$ cat config.mk
export PLATFORM = sky130hd
export DESIGN_NAME = wb_store_issuer
export DESIGN_NICKNAME = d
export VERILOG_FILES = /design/src/rtl/wb_store_issuer.sv
export SDC_FILE = /design/constraint.sdc
export NUM_CORES = 1
export LEC_CHECK = 0
export ABC_CLOCK_PERIOD_IN_PS = 4900
export BUFFER_PORTS_ARGS = -buffer_cell sky130_fd_sc_hd__clkbuf_2
export CAP_MARGIN = 15
export CORE_UTILIZATION = 50
export CTS_CLUSTER_DIAMETER = 200
export DETAILED_ROUTE_END_ITERATION = 10
export MAX_ROUTING_LAYER = met4
export PLACE_DENSITY_LB_ADDON = 0.25
export SYNTH_ARGS = -nofsm -noshare
export SYNTH_HDL_FRONTEND = slang
export SYNTH_SLANG_ARGS = --single-unit
$ cat constraint.sdc
create_clock -name clk -period 4.9 [get_ports clk]
set_clock_uncertainty 0.15 [all_clocks]
set_input_delay 0 -clock clk [delete_from_list [all_inputs] [get_ports clk]]
set_output_delay 0 -clock clk [all_outputs]
set_load 0.005 [all_outputs]
$ cat src/rtl/wb_store_issuer.sv
// Store issuer: in-order FIFO from writeback to the dcache WBAQ; optional WB_STORE_BYPASS_EN gives empty-FIFO bypass.
// Latency: 1 cycle st_* -> wb_* (0 cycles on bypass when WB_STORE_BYPASS_EN is defined).
// Backpressure: holds wb_* while wbaq_isfull; raises st_stall when full and no pop this cycle.
module wb_store_issuer #(
    parameter int DEPTH = 4
) (
    input  logic                    clk,
    input  logic                    clr,
    input  logic                    st_valid,
    input  logic [31:0]             st_addr,
    input  logic [63:0]             st_data,
    input  logic [1:0]              st_size,
    input  logic [6:0]              st_ptcid,
    output logic                    st_stall,
    output logic                    wb_valid,
    output logic [31:0]             wb_memaddr,
    output logic [63:0]             wb_memdata,
    output logic [1:0]              wb_size,
    output logic [6:0]              wb_ptcid,
    input  logic                    wbaq_isfull,
    output logic [$clog2(DEPTH):0]  occupancy,
    output logic                    empty
);

    localparam int AW = $clog2(DEPTH);
    localparam logic [AW:0] FULL_CNT = DEPTH[AW:0];

    typedef struct packed {
        logic [31:0] addr;
        logic [63:0] data;
        logic [1:0]  size;
        logic [6:0]  ptcid;
    } st_entry_t;

    st_entry_t      mem [DEPTH];
    st_entry_t      in_ent;
    st_entry_t      out_ent;
    logic [AW-1:0]  head;
    logic [AW-1:0]  tail;
    logic [AW:0]    count;
    logic           fifo_full;
    logic           fifo_empty;
    logic           bypass;
    logic           push;
    logic           pop;
    logic           fifo_push;
    logic           fifo_pop;

    // The dcache relies on bytes above the store size being zero.
    always_comb begin
        in_ent       = '0;
        in_ent.addr  = st_addr;
        in_ent.size  = st_size;
        in_ent.ptcid = st_ptcid;
        case (st_size)
            2'b00:   in_ent.data = {56'd0, st_data[7:0]};
            2'b01:   in_ent.data = {48'd0, st_data[15:0]};
            2'b10:   in_ent.data = {32'd0, st_data[31:0]};
            default: in_ent.data = st_data;
        endcase
    end

    assign fifo_full  = (count == FULL_CNT);
    assign fifo_empty = (count == '0);

`ifdef WB_STORE_BYPASS_EN
    assign bypass = fifo_empty & st_valid & ~wbaq_isfull;
`else
    assign bypass = 1'b0;
`endif

    assign wb_valid  = ~fifo_empty | bypass;
    assign pop       = wb_valid & ~wbaq_isfull;
    assign st_stall  = st_valid & fifo_full & ~pop;
    assign push      = st_valid & ~st_stall;
    // A bypassed store is both accepted and delivered without touching storage.
    assign fifo_push = push & ~bypass;
    assign fifo_pop  = pop & ~bypass;

    always_comb begin
        out_ent = '0;
        if (bypass)
            out_ent = in_ent;
        else if (!fifo_empty)
            out_ent = mem[head];
    end

    assign wb_memaddr = out_ent.addr;
    assign wb_memdata = out_ent.data;
    assign wb_size    = out_ent.size;
    assign wb_ptcid   = out_ent.ptcid;
    assign occupancy  = count;
    assign empty      = fifo_empty;

    always_ff @(posedge clk or negedge clr) begin
        if (!clr) begin
            head  <= '0;
            tail  <= '0;
            count <= '0;
        end else begin
            if (fifo_push)
                tail <= tail + 1'b1;
            if (fifo_pop)
                head <= head + 1'b1;
            case ({fifo_push, fifo_pop})
                2'b10:   count <= count + 1'b1;
                2'b01:   count <= count - 1'b1;
                default: count <= count;
            endcase
        end
    end

    // Storage needs no reset: outputs are gated by count, and a full-FIFO
    // re-push into the head slot only becomes visible after head advances.
    always_ff @(posedge clk) begin
        if (fifo_push)
            mem[tail] <= in_ent;
    end

endmodule

## Word level (Yosys, flattened, before mapping)

Memories as Yosys holds them, arrays and structs flattened.
Index checks and enable logic that the tools add are counted.

- Bits in registers: 7
- Latch bits: 0
- Memory bits (writable): 420
- Memory bits (read-only): 0
- Input port bits: 109
- Output and inout port bits: 111
- Word-level logic and storage cells: 29
- Memories kept: 1

- $add $sub $neg: 4
- $mul: 0
- Divide/modulo/power cells: 0
- Order comparisons: 0
- Eq/ne operators: 5
- Shift-type cells: 0
- Multiplexer cells: 5
- Bitwise gates (word level): 8
- Reduce and logical (&&, ||, !) cells: 3

Memory list:

| name | words | width | rd ports | clocked after Yosys merged registers in | wr ports | line | RTL |
|---|---|---|---|---|---|---|---|
| mem | 4 | 105 | 1 | 0 | 1 | 35 | `st_entry_t mem [DEPTH];` |

Operators with widths:

| operator | number |
|---|---|
| 64-bit one-hot mux with 3 select lines | 1 |
| 105-bit 2-to-1 mux | 1 |
| 3-bit one-hot mux with 2 select lines | 1 |
| 2-bit by 1-bit adder with 2-bit output (second input constant) | 2 |
| 1-bit AND | 4 |
| 2-bit by 1-bit equality test with 1-bit output (second input constant) | 2 |
| 2-bit equality test (second input constant) | 2 |
| 1-bit inverter | 4 |
| 3-bit by 1-bit adder with 3-bit output (second input constant) | 1 |
| 3-bit equality test (second input constant) | 1 |
| 3-bit logical NOT | 1 |
| 3-bit by 1-bit subtractor with 3-bit output (second input constant) | 1 |
| 2-bit logical NOT | 1 |
| 1-bit 2-to-1 mux | 2 |
| 2-bit nonzero test | 1 |

## Depth between registers and ports, before layout

- Depth after elaboration: 9
- Gate-level depth with buffers: 10
- Depth with buffers taken out: 9

## Worst setup path after synthesis

Ideal clock, no wire load.

- Kind: register -> register
- From: register count[0], in the netlist occupancy[0]
- To: memory mem[0][0] (netlist bit) (enable)
- Library setup time: 0.476 ns
- Arrival: 3.344 ns
- Required time: 4.274 ns
- Setup slack: 0.930 ns
- Stages on the path, launching flop included: 4
- Path buffers: 0
- Period minus slack after synthesis: 3.970 ns
- Cell sequence: dfrtp_1 nor2_1 a31oi_1 and2_1

- Cells in the longest elaborated chain, start to end: 9
- Elaborated cells between the ends (all ways): 11
- Those cells by class: 1 x eq/ne; 2 x mux; 7 x bitwise; 1 x reduce/logical

Ends and longest elaborated chain:

| element | line | RTL |
|---|---|---|
| start: declaration | 40 | `logic [AW:0] count;` |
| start signal: assignment | 106 | `2'b10: count <= count + 1'b1;` |
| start signal: assignment | 107 | `2'b01: count <= count - 1'b1;` |
| start signal: assignment | 108 | `default: count <= count;` |
| 3-bit logical NOT | 64 | `assign fifo_empty = (count == '0);` |
| 1-bit inverter | 72 | `assign wb_valid = ~fifo_empty \| bypass;` |
| 1-bit AND | 73 | `assign pop = wb_valid & ~wbaq_isfull;` |
| 1-bit inverter | 74 | `assign st_stall = st_valid & fifo_full & ~pop;` |
| 1-bit AND * | 74 |  |
| 1-bit inverter * | 75 | `assign push = st_valid & ~st_stall;` |
| 1-bit AND * | 75 |  |
| 1-bit 2-to-1 mux * | 116 | `if (fifo_push)` |
| 1-bit 2-to-1 mux (implied by the code) * | 117 | `mem[tail] <= in_ent;` |
| end: declaration | 35 |  |

Every way passes the cells marked *; elsewhere a longest branch is shown, timed or not.

## Worst setup path after layout

- From: register count[0], in the netlist occupancy[0]
- To: memory mem[1][0] (netlist bit) (enable)

Same word-level chain as after synthesis.

==> reports/metrics.cfg <==
[outcome]
outcome = finished clean

[pwr]
p_clk_share_pct = 25.7
power_frac_seq_pct = 43.2
p_sw_mw = 3.37
power_frac_comb_pct = 31.1
p_int_mw = 8.46
powerDensity_mw_per_mm2 = 574
p_leak_nw = 7.39
total_power_mw = 11.8
peakVddDrop_mv = 0.390
p_sw_share_pct = 28.5

[drt]
routedWlPerCell_um = 21.0
vias = 8499
drt_first_pass_iters = 5
drc_errors = 0
drt_iter0_drc = 593
final_antenna_net_count = 0
vias_per_cell = 5.36
routed_wl_mm = 33.2

[floorplanning]
rows = 66
dieWidth_um = 184
die-area_sq_mm = 0.0340
design.core.area_sq_mm = 0.0326
chipHeight_um = 184
start_util_pct = 51.0
ios = 220

[final_layout]
layout-drive-gt1-share_pct = 34.7
seqCellArea_sq_mm = 0.0128
nFillCells = 2292
fin_util_pct = 63.2
nets = 1224
stdcell_area_sq_mm = 0.0206
antenna_cells = 0
multiInputGateArea_sq_mm = 0.00361
syn_to_final_growth_pct = 23.9

[synth]
yosysSeqAreaShare_pct = 76.9
yosysTopAreaCell = edfxtp_1
synth_top_cells_by_area = edfxtp_1 (76%), mux4_2 (14%), and2_1 (4.7%), and3_1 (1.2%), dfrtp_1 (1.1%)
ys_warn_count = 0
synth_top_cell_area_share_pct = 75.8
ys_types = 22
synth_area_per_cell_sq_um = 21.6
synth_area_sq_mm = 0.0166
syn_nets = 887
ys_seq_elements = 427
synth_cells = 772

[cts]
clock_latency_ns = 0.52
clk_pin_slew_worst_paths_ns = 0.06
cts_tree = yes
clockBufferDepth = 3
htree_levels = 2
clockRootBuffer = clkbuf_16
cts_resized = 0
cts_made_buffers = 43
cts_sinks = 427

[timing]
period_needed_ns = 2.83
slew_headroom_pct = 27.6
final-setup-viol-count = 0
min_period_over_period_pct = 57.8
tightest_slew_ns = 1.09
fin_tns_setup_ns = 0
finalMaxSlewViolations = 0
max_freq_ghz = 0.353
timing_hold_violations_final = 0
layout_setup_ws_ns = 2.07
rsz0062_at_grt = false

[setup_path]
rrSetupSlack_ns = 2.07
r2r_start = occupancy[0]$_DFFE_PN0P_
r2r-end = mem[1][0]$_DFFE_PP_
worst_setup_path_start_kind = flip-flop
worst_setup_path_end_kind = flip-flop
worst_ep_arrival_time_ns = 2.88
r2r_cells = 4
cp.required_ns = 4.95
path_class = flip-flop to flip-flop
cp_max_fo = 59

[placed_design]
dp_hpwl_mm = 17.8
place_ws_ns = 2.06
placed_area_sq_mm = 0.0182
io_buffers = 219
gp_congestion = 0.723

[global_routing]
grt_pass1_wl_mm = 50.3
grt_pass1_vias = 8913
grt.overflow.total = 0
grt_start_max_net_pins = 107
grt_usage_pct = 20.6
antenna_found_initial = 0

[hold_path]
holdCritStartpoint = st_addr[9]
whs_endpoint = mem[3][82]$_DFFE_PP_
hp-class = primary input to flip-flop
worstHoldPathCells = 2

[flow_run]
drv_cap = 0

per-stage QoR:
step	instances	hold slack, ns
4_1_cts	1585	0.0572
3_5_place_dp	1398	-0.303
6_report	1585	0.0817
2_1_floorplan	772	-0.446
3_3_place_gp	1398	-0.300
5_1_grt	1585	0.0831
power groups by stage:
stage	Combinational (mW)	Sequential, mW	Clock, mW
3_3_place_gp	3.67	5.17	0
3_5_place_dp	3.67	5.20	0
6_report	3.68	5.11	3.04
4_1_cts	3.76	5.13	3.10
2_1_floorplan	2.40	5.06	0
5_1_grt	4.01	5.18	3.23
cells in the mapped netlist:
master      n
xnor2_1     2
mux2_2      1
buf_4       1
clkbuf_1   24
mux4_2    105
nor2_1      5
nor3b_1     1
a31oi_1     1
inv_1       8
or3_1       1
ha_1        5
nand3_1     1
buf_2      14
and2_1    125
and3_1     32
fa_1        1
edfxtp_1  420
dfrtp_1     7
nor2b_1     8
buf_6       5
xor2_1      4
mux2i_1     1
sequential cells by signal (all words and copies together), names as in the netlist:
register / flops
mem: 420
head: 2
tail: 2
occupancy: 3
what timing repair did:
action / 4_1_cts / 5_1_grt
hold buffers: 108 / 0
endpoints found under the hold margin: 429 / 0
endpoints found under the setup margin: 0 / 0
buffers inserted: 0 / 0
how the worst max path moves through the flow:
stage / slack, ns / depth (start not counted) / startpoint / endpoint
2_1_floorplan: 0.93 / 3 / occupancy[0]$_DFFE_PN0P_ / mem[0][0]$_DFFE_PP_
3_3_place_gp: 2.08 / 4 / occupancy[0]$_DFFE_PN0P_ / mem[1][82]$_DFFE_PP_
3_5_place_dp: 2.06 / 4 / occupancy[0]$_DFFE_PN0P_ / mem[1][77]$_DFFE_PP_
4_1_cts: 1.98 / 4 / head[1]$_DFFE_PN0P_ / wb_memdata[51]
5_1_grt: 1.91 / 4 / occupancy[0]$_DFFE_PN0P_ / mem[1][87]$_DFFE_PP_
6_report: 2.07 / 4 / occupancy[0]$_DFFE_PN0P_ / mem[1][0]$_DFFE_PP_
cell type report:
cell class	count	share of cell area, %
Multi-Input combinational cell	293	17.5
Sequential cell	427	62.1
Clock inverter	20	0.552
Inverter	8	0.146
Clock buffer	59	5.81
Timing Repair Buffer	336	11.3
Tap cell	442	2.68
worst max-delay path: stages, from the launching register on:
cell	delay (ns)
dfrtp_1	0.42
nor2_1	0.09
a31oi_1	0.52
and2_4	0.88
buf_12	0.36
cell usage in the layout, fill, tap and decap left out, types with 2 or more instances in the layout:
cell type / n
xor2_1: 4
clkbuf_1: 12
nor2b_1: 8
dfrtp_4: 2
nor2_1: 5
clkinv_2: 7
clkinv_1: 11
clkbuf_8: 2
buf_12: 6
edfxtp_1: 420
clkbuf_2: 219
buf_4: 3
and2_1: 121
dlygate4sd3_1: 108
clkbuf_16: 45
and3_1: 32
ha_1: 5
and2_4: 4
xnor2_1: 2
inv_1: 8
mux4_2: 105
dfrtp_1: 5
per-layer routing:
| layer | track usage (%) | vias up | wire length, um |
|---|---|---|---|
| met4 | 6.30 | 0 | 677 |
| met2 | 32.4 | 272 | 16300 |
| met1 | 27.4 | 4400 | 14200 |
| met3 | 4.19 | 52 | 2090 |
| li1 | - | 3775 | - |
| met5 | - | - | 0 |
kinds of logic after synthesis:
kind of cell	after synthesis	share of synthesized area [%]
fa+ha+maj	6	0.496
compound gates	1	0.0376
xor+xnor	6	0.316
simple gates	173	6.43
mux	107	14.3
flops	427	76.9
buf+inv	52	1.53
No activity file was read; power rests on OpenSTA's default activity.
